**src/rtl/bus_gnrtr_n_rbtr_pkg.sv**
```systemverilog
// Shared definitions for the bus generator / arbiter.
// Holds the destination-ID width, the per-bus FSM state encoding and the
// default broadcast destination ID.
package bus_gnrtr_n_rbtr_pkg;

    // Width of the destination-ID field at the top of every packet
    localparam int unsigned ID_W = 8;

    // Destination ID that addresses every agent except the sender
    localparam logic [ID_W-1:0] BCAST_ID_DFLT = 8'hFF;

    // Per-bus sequencing: wait for a request, dequeue it, present it
    typedef enum logic [1:0] {
        ST_IDLE = 2'd0,
        ST_POP  = 2'd1,
        ST_PUSH = 2'd2
    } bus_state_e;

endpackage : bus_gnrtr_n_rbtr_pkg

```
**src/rtl/bus_gnrtr_n_rbtr_bus_arbiter_1.sv**
```systemverilog
// One shared bus: round-robin grant among pending agents, dequeue of the
// granted agent's head word, then delivery of that word to its destination
// (or to every other agent on broadcast).
// Ports:
//   clk, reset  - clock and synchronous active-high reset
//   pndng_i     - per-agent FIFO non-empty
//   d_pop_i     - per-agent FIFO head word (first-word-fall-through)
//   pop_o       - one-cycle dequeue strobe to the granted agent
//   push_o      - one-cycle write strobe into the destination agent(s)
//   d_push_o    - bus data, identical on every agent
module bus_arbiter_1
    import bus_gnrtr_n_rbtr_pkg::*;
#(
    parameter int unsigned     drvrs     = 4,
    parameter int unsigned     pckg_sz   = 16,
    parameter logic [ID_W-1:0] broadcast = BCAST_ID_DFLT
) (
    input  logic                             clk,
    input  logic                             reset,
    input  logic [drvrs-1:0]                 pndng_i,
    input  logic [drvrs-1:0][pckg_sz-1:0]    d_pop_i,
    output logic [drvrs-1:0]                 pop_o,
    output logic [drvrs-1:0]                 push_o,
    output logic [drvrs-1:0][pckg_sz-1:0]    d_push_o
);

    localparam int unsigned      PTR_W    = (drvrs > 1) ? $clog2(drvrs) : 1;
    localparam logic [PTR_W-1:0] LAST_IDX = PTR_W'(drvrs - 1);

    bus_state_e          state_q, state_d;
    logic [PTR_W-1:0]    ptr_q,   ptr_d;
    logic [PTR_W-1:0]    grant_q, grant_d;
    logic [pckg_sz-1:0]  pkt_q,   pkt_d;
    logic [drvrs-1:0]    pop_q,   pop_d;
    logic [drvrs-1:0]    push_q,  push_d;

    logic                any_c;
    logic [PTR_W-1:0]    pick_c;
    logic [drvrs-1:0]    pick_oh_c;
    logic [pckg_sz-1:0]  head_c;
    logic [ID_W-1:0]     dest_c;
    logic [drvrs-1:0]    dec_c;

    // First pending agent at or after the pointer, wrapping mod drvrs
    always_comb begin : p_rr_pick
        int unsigned idx;
        idx    = 0;
        any_c  = 1'b0;
        pick_c = '0;
        for (int unsigned off = 0; off < drvrs; off++) begin
            idx = 32'(ptr_q) + off;
            if (idx >= drvrs) begin
                idx = idx - drvrs;
            end
            if (!any_c && pndng_i[PTR_W'(idx)]) begin
                any_c  = 1'b1;
                pick_c = PTR_W'(idx);
            end
        end
    end

    always_comb begin : p_pick_oh
        pick_oh_c = '0;
        for (int unsigned i = 0; i < drvrs; i++) begin
            pick_oh_c[i] = (PTR_W'(i) == pick_c);
        end
    end

    // Head word of the agent granted in the previous cycle
    assign head_c = d_pop_i[grant_q];
    assign dest_c = head_c[pckg_sz-1 -: ID_W];

    // Destination decode; out-of-range, non-broadcast IDs push nowhere
    always_comb begin : p_dest_dec
        dec_c = '0;
        for (int unsigned i = 0; i < drvrs; i++) begin
            if (dest_c == broadcast) begin
                dec_c[i] = (PTR_W'(i) != grant_q);
            end else begin
                dec_c[i] = (dest_c == ID_W'(i));
            end
        end
    end

    // Next-state and registered-output logic
    always_comb begin : p_fsm_next
        state_d = state_q;
        ptr_d   = ptr_q;
        grant_d = grant_q;
        pkt_d   = pkt_q;
        pop_d   = '0;
        push_d  = '0;
        case (state_q)
            // pndng here is already post-dequeue, so a single-entry FIFO
            // is never popped twice
            ST_IDLE, ST_PUSH: begin
                if (any_c) begin
                    state_d = ST_POP;
                    grant_d = pick_c;
                    ptr_d   = (pick_c == LAST_IDX) ? '0 : pick_c + PTR_W'(1);
                    pop_d   = pick_oh_c;
                end else begin
                    state_d = ST_IDLE;
                end
            end
            ST_POP: begin
                state_d = ST_PUSH;
                pkt_d   = head_c;
                push_d  = dec_c;
            end
            default: begin
                state_d = ST_IDLE;
            end
        endcase
    end

    always_ff @(posedge clk) begin : p_regs
        if (reset) begin
            state_q <= ST_IDLE;
            ptr_q   <= '0;
            grant_q <= '0;
            pkt_q   <= '0;
            pop_q   <= '0;
            push_q  <= '0;
        end else begin
            state_q <= state_d;
            ptr_q   <= ptr_d;
            grant_q <= grant_d;
            pkt_q   <= pkt_d;
            pop_q   <= pop_d;
            push_q  <= push_d;
        end
    end

    assign pop_o    = pop_q;
    assign push_o   = push_q;
    // pkt_q keeps the last packet on the bus after push drops
    assign d_push_o = {drvrs{pkt_q}};

endmodule : bus_arbiter_1

```
**src/rtl/bus_gnrtr_n_rbtr.sv**
```systemverilog
// Bus generator and arbiter: `bits` independent shared buses, each serving
// `drvrs` FIFO-fronted agents with round-robin arbitration.
// Ports:
//   clk, reset  - clock and synchronous active-high reset
//   pndng       - [bus][agent] FIFO non-empty
//   D_pop       - [bus][agent] FIFO head word
//   pop         - [bus][agent] dequeue strobe
//   push        - [bus][agent] write strobe
//   D_push      - [bus][agent] bus data, same on every agent of a bus
module bus_gnrtr_n_rbtr
    import bus_gnrtr_n_rbtr_pkg::*;
#(
    parameter int unsigned     bits      = 1,
    parameter int unsigned     drvrs     = 4,
    parameter int unsigned     pckg_sz   = 16,
    parameter logic [ID_W-1:0] broadcast = BCAST_ID_DFLT
) (
    input  logic                                     clk,
    input  logic                                     reset,
    input  logic [bits-1:0][drvrs-1:0]               pndng,
    input  logic [bits-1:0][drvrs-1:0][pckg_sz-1:0]  D_pop,
    output logic [bits-1:0][drvrs-1:0]               pop,
    output logic [bits-1:0][drvrs-1:0]               push,
    output logic [bits-1:0][drvrs-1:0][pckg_sz-1:0]  D_push
);

    // One fully independent arbiter per bus
    for (genvar b = 0; b < bits; b++) begin : g_bus
        bus_arbiter_1 #(
            .drvrs     (drvrs),
            .pckg_sz   (pckg_sz),
            .broadcast (broadcast)
        ) u_bus (
            .clk      (clk),
            .reset    (reset),
            .pndng_i  (pndng[b]),
            .d_pop_i  (D_pop[b]),
            .pop_o    (pop[b]),
            .push_o   (push[b]),
            .d_push_o (D_push[b])
        );
    end

endmodule : bus_gnrtr_n_rbtr

```
**config.mk**
```make
export PLATFORM = sky130hd
export DESIGN_NAME = bus_gnrtr_n_rbtr
export DESIGN_NICKNAME = d
export VERILOG_FILES = /design/src/rtl/bus_gnrtr_n_rbtr_pkg.sv /design/src/rtl/bus_gnrtr_n_rbtr_bus_arbiter_1.sv /design/src/rtl/bus_gnrtr_n_rbtr.sv
export SDC_FILE = /design/constraint.sdc
export NUM_CORES = 1
export LEC_CHECK = 0
export CORE_MARGIN = 2
export CORE_UTILIZATION = 35
export CTS_CLUSTER_DIAMETER = 40
export CTS_CLUSTER_SIZE = 20
export DETAILED_ROUTE_END_ITERATION = 8
export GPL_TIMING_DRIVEN = 0
export PLACE_DENSITY_LB_ADDON = 0.12
export SLEW_MARGIN = 20
export SYNTH_ARGS = -nofsm -noshare
export SYNTH_HDL_FRONTEND = slang
export SYNTH_SLANG_ARGS = --single-unit
```
**constraint.sdc**
```tcl
create_clock -name clk -period 1.8 [get_ports clk]
set_input_delay 0.45 -clock clk [delete_from_list [all_inputs] [get_ports clk]]
set_output_delay 0.45 -clock clk [all_outputs]
set_load 0.01 [all_outputs]
```
### Word level (Yosys, flattened, before mapping)

Cells that the tools add are included.

| storage, ports and cells | value |
|---|---|
| flip-flop bits (word level) | 30 |
| bits of input ports | 70 |
| word-level logic and storage cells | 82 |

| operators by class | value |
|---|---|
| $add $sub $neg | 8 |
| order comparisons | 9 |
| equality and inequality tests | 13 |
| multiplexer cells | 29 |
| bitwise gates (word level) | 3 |
| reductions and logical operators | 14 |

Operator list:

| cell | count |
|---|---|
| $bmux 16 s2 | 1 |
| $mux 2 | 9 |
| $eq 8x2->1 const B | 2 |
| $mux 16 | 1 |
| $lt 2x3->1 const B | 5 |
| $mux 1 | 13 |
| $ge 3x3->1 const B | 3 |
| $bmux 1 s2 | 4 |
| $eq 8x1->1 const B | 1 |
| $eq 8x8->1 const B | 1 |
| $logic_not 8->1 | 1 |
| $sub 2x1->2 const B | 4 |
| $add 2x2->3 const B | 2 |
| $eq 2x2->1 const A | 2 |
| $eq 2x2->1 const B | 2 |
| $logic_not 2->1 | 2 |
| $ne 2x2->1 const A | 2 |
| $pmux 2 s2 | 1 |
| $reduce_or 2->1 | 2 |
| $add 2x1->3 const B | 1 |
| $ge 2x3->1 const B | 1 |
| $logic_and 1x1->1 | 3 |
| $logic_not 1->1 | 3 |
| $not 1->1 | 3 |
| other kinds (7) | 7 |

### Longest topological paths before layout

| logic depth | value |
|---|---|
| word-level depth | 16 |
| depth in mapped cells | 7 |
| depth with buffers taken out | 6 |

### Worst setup path after synthesis

OpenSTA, ideal clock, no wires.

| timing path | value |
|---|---|
| kind | register to register |
| from | reg g_bus[0].u_bus.grant_q[0] |
| to | reg g_bus[0].u_bus.push_q[0] |
| library setup time | 0.088 ns |
| data arrival time | 1.545 ns |
| setup slack | 0.167 ns |
| stages on the path, launching flop included | 6 |
| path buffers | 1 |
| cells stage by stage | dfxtp_1 buf_6 mux4_2 nor3_2 nand4b_2 o32ai_2 |

| between the ends | value |
|---|---|
| longest elaborated chain between the ends | 4 |
| elaborated cells between the ends (all ways) | 6 |
| those cells by class | eq/ne (1); mux (3); reduce/logical (2) |

RTL lines:

| what | line | RTL |
|---|---|---|
| start: declaration | bus_gnrtr_n_rbtr_bus_arbiter_1.sv:32 | `logic [PTR_W-1:0] grant_q, grant_d;` |
| start signal: assignment | bus_gnrtr_n_rbtr_bus_arbiter_1.sv:128 | `grant_q <= grant_d;` |
| $bmux 16 s2 | bus_gnrtr_n_rbtr_bus_arbiter_1.sv:70 | `assign head_c = d_pop_i[grant_q];` |
| $mux 16 (not written as such) | bus_gnrtr_n_rbtr_bus_arbiter_1.sv:70 |  |
| $eq 8x8->1 or $logic_not 8->1 (tied branches) | bus_gnrtr_n_rbtr_bus_arbiter_1.sv:77, bus_gnrtr_n_rbtr_bus_arbiter_1.sv:80 |  |
| $mux 1 (*) | bus_gnrtr_n_rbtr_bus_arbiter_1.sv:77 | `if (dest_c == broadcast) begin` |
| end signal: assignment | bus_gnrtr_n_rbtr_bus_arbiter_1.sv:131 | `push_q <= push_d;` |
| end: declaration | bus_gnrtr_n_rbtr_bus_arbiter_1.sv:35 | `logic [drvrs-1:0] push_q, push_d;` |

Mark *: on every way between the ends. The rest lies on a longest branch, timed or not. The select of a mux whose other input is x is not followed.
A chain may end at the register's enable or synchronous reset.

### Worst setup path in the final report

| timing path | value |
|---|---|
| from | in D_pop[43] in the netlist's numbering |
| to | reg g_bus[0].u_bus.push_q[0] |

| between the ends | value |
|---|---|
| longest elaborated chain between the ends | 4 |
| elaborated cells between the ends (all ways) | 5 |
| those cells by class | eq/ne (1); mux (3); reduce/logical (1) |

RTL lines:

| what | line | RTL |
|---|---|---|
| start: declaration | bus_gnrtr_n_rbtr.sv:21 | `input logic [bits-1:0][drvrs-1:0][pckg_sz-1:0] D_pop,` |
| $bmux 16 s2 (*) | bus_gnrtr_n_rbtr_bus_arbiter_1.sv:70 |  |
| $mux 16 (not written as such) (*) | bus_gnrtr_n_rbtr_bus_arbiter_1.sv:70 |  |
| $eq 8x8->1 or $logic_not 8->1 (tied branches) | bus_gnrtr_n_rbtr_bus_arbiter_1.sv:77, bus_gnrtr_n_rbtr_bus_arbiter_1.sv:80 |  |
| $mux 1 (*) | bus_gnrtr_n_rbtr_bus_arbiter_1.sv:77 |  |

Marks and branches as above.

==> summary.txt <==
Clock tree
  • Clock transition at path regs: 0.07 ns
  • Cts bufs inserted: 5
  • CTS H-tree lvls: 2
  • Clock Tree Root: clkbuf_8
  • CTS tree: done
  • Worst-case clock buffer depth: 2
  • CTS Hold Bufs: 0
  • Later-pin clock latency in the skew report: 0.28 ns
  • Clk sinks: 30

STA
  • RSZ-0062 raised after global routing: yes
  • Setup_tns: 0 ns
  • Post-route setup slack: 0.007894 ns
  • Hold Slack: 0.4812 ns
  • Min cycle time layout: 1.792 ns
  • Setup Skew: 0.004000 ns
  • Worst slew margin: 67.06%
  • Final setup vio count: 0
  • Slew @ Worst Pin: 0.4942 ns
  • Max-slew violation count: 0
  • FMAX: 558.0 MHz
  • Final Hold Fails: 0
  • Final worst-path cycle share: 99.56%

Drt
  • Routed Wire Length: 5.754 mm
  • First DRT Iteration DRCs: 50
  • Antenna viol nets, final: 0
  • WL/cell: 13.11 um
  • Vias/cell: 4.560
  • Post-route DRC: 0
  • Pre-antenna DRT Iters: 4
  • Vias: 2002

Global routing
  • Total global routing overflow: 0
  • GRT Overall Usage: 17.53%
  • Initial antenna violation count: 0
  • Largest net degree at the start of global routing: 11
  • Number of global-route vias before repair: 1881
  • First-pass GRT wire length: 8.652 mm

Power
  • Worst VDD drop: 424.6 uV
  • LEAKAGE: 1.569 nW
  • PD cells: 628.9 mW/mm^2
  • Pwr Total: 2.372 mW

Logic synthesis
  • Syn Area/Cell: 9.533 sq um
  • Most common cell in the netlist: buf_4
  • Post-synthesis cell count: 210
  • Synth top area share: 30.00%
  • Synth area leaders: dfxtp_1 30%, buf_4 18%, mux4_2 11%
  • Syn_nets: 282
  • Synth async-reset ratio: 0%
  • Post-synthesis register bit count: 30
  • Leading area contributor after synthesis: dfxtp_1
  • Register area share after synthesis: 30.00%
  • Warnings, synthesis: 0
  • Synth Flop Type: dfxtp_1
  • Number of enable flip-flop cells after synthesis: 0
  • Cell variety after synth: 34
  • Mapped cell area: 0.002002 sq mm
  • Post-synth top cells: 48 x buf_4, 36 x nand2_1, 30 x dfxtp_1

Status
  • Outcome: finished, final reports clean

Layout
  • # nets final: 438
  • Final Util: 68.48%
  • Fraction of layout cells with a size suffix above 1: 31.61%
  • Finished layout cell area: 0.003771 sq mm
  • Ant diodes: 0
  • Non-Filler Instances: 439
  • Synth-to-layout area growth: 88.38%
  • Fillcell total: 449

Worst setup path
  • CP Capture Type: flip-flop
  • R2r worst-path depth: 6
  • Crit-path max FO: 4
  • Top delay family on crit path: multiplexers
  • FF-to-FF Start: g_bus[0].u_bus.grant_q[0]
  • CP max-delay cell: mux4_2
  • R2r endpoint: g_bus[0].u_bus.push_o[0]
  • Crit-path cells: clkdlybuf4s50_1 > mux4_2 > nor3_4 > nand4b_4 > o32ai_2
  • Worst setup path class: in2reg
  • WP data required: 1.99 ns
  • CP Data Arrival Time: 1.98 ns
  • CP startpoint: D_pop[43]
  • Largest stage delay, worst path: 0.53 ns
  • Reg2Reg Setup Slack: 0.03 ns
  • Startpoint types: primary input
  • WP buf/inv: 1

Floorplan
  • Initial Util: 36.36%
  • Die area: 0.006341 sq mm
  • Rows: 27
  • DIE WIDTH: 79.63 um
  • CORE AREA: 0.005507 sq mm
  • Io pins: 142
  • Die Y: 79.63 um

Place
  • Placed Area: 0.003503 sq mm
  • HPWL after DPL: 4.455 mm
  • DP Cell Count: 423
  • Port Buf Inserts: 141
  • Placement Setup Slack: -0.3986 ns
  • Placer Congestion: 0.8209

Min path
  • Hold_sp: g_bus[0].u_bus.pkt_q[4]
  • Hold EP: g_bus[0].u_bus.pkt_q[4]
  • Hold WC Path Type: reg2reg
  • Depth of the worst hold-timing path: 2

Flow run
  • MaxCap Viol Count: 0
==> repair_timing <==
item                                    CTS  global route
setup buffers                             1             8
cloned                                    0             0
gates resized for setup                   7            42
pin swaps                                 1             6
endpoints found under the setup margin   11            39
==> report_power, final <==
part | internal (mW) | switching (mW) | leakage, nW
Clock | 0.307 | 0.254 | 0.0472
Combinational | 0.651 | 0.384 | 1.27
Sequential | 0.723 | 0.0522 | 0.253
==> worst max path at each step <==
stage / end / depth (start not counted)
floorplan: g_bus[0].u_bus.push_o[0] / 5
global placement: g_bus[0].u_bus.ptr_q[1] / 5
detailed placement: g_bus[0].u_bus.ptr_q[1] / 6
CTS: g_bus[0].u_bus.ptr_q[1] / 6
global route: g_bus[0].u_bus.push_o[0] / 5
finish: g_bus[0].u_bus.push_o[0] / 5
==> cell families after synthesis <==
logic type               synth area share (%)
flip-flops                              30.00
buffers and inverters                   23.13
adder cells (fa/ha/maj)                 1.250
AO/OA/AOI/OAI                           10.81
multiplexers                            19.63
AND/OR/NAND/NOR                         15.19
==> routing by layer <==
metal,track usage (%),up-vias,part of all wire [%]
met1,20.61,910,41
met3,4.864,6,8.1
met4,4.828,0,0.99
met5,0,-,0
li1,-,997,-
met2,31.09,89,49
==> flip-flops by register name, summed over array words and instances (netlist names) <==
name and flops:
g_bus.u_bus.grant_q 2, g_bus.u_bus.pkt_q 16, g_bus.u_bus.pop_o 4, g_bus.u_bus.ptr_q 2
g_bus.u_bus.push_o 4, g_bus.u_bus.state_q 2
==> tightest hold or removal path, cell delays in order, from the launching register on <==
cell and delay (ns):
dfxtp_2 0.34, nand2_1 0.05, a21oi_1 0.05
==> cell usage in the layout, fill, tap and decap left out, types with 2 or more instances in the layout <==
master           instances
a21oi_1                 19
and2_1                   2
buf_4                   56
buf_6                    4
clkbuf_1                 5
clkbuf_8                 8
clkdlybuf4s50_1        129
dfxtp_1                 13
dfxtp_2                 16
dlymetal6s2s_1          11
ha_1                     2
inv_1                    5
mux4_2                  15
nand2_1                 36
nand2b_1                 3
nor2_1                   7
nor4_1                   2
nor4_2                   2
o21ai_0                  3
o32ai_2                  4
or2b_1                   2
==> cell type report <==
class                           count  area [sq um]  area share, %
Inverter                            5         18.77         0.4977
Timing Repair Buffer              150          1509          40.01
Tap cell                           72         90.09          2.389
Multi-Input combinational cell    116         993.5          26.34
Sequential cell                    30         624.3          16.56
Buffer                             58         440.4          11.68
Clock inverter                      2         12.51         0.3318
Clock buffer                        6         82.58          2.190
No activity file was read; power rests on OpenSTA's default activity.
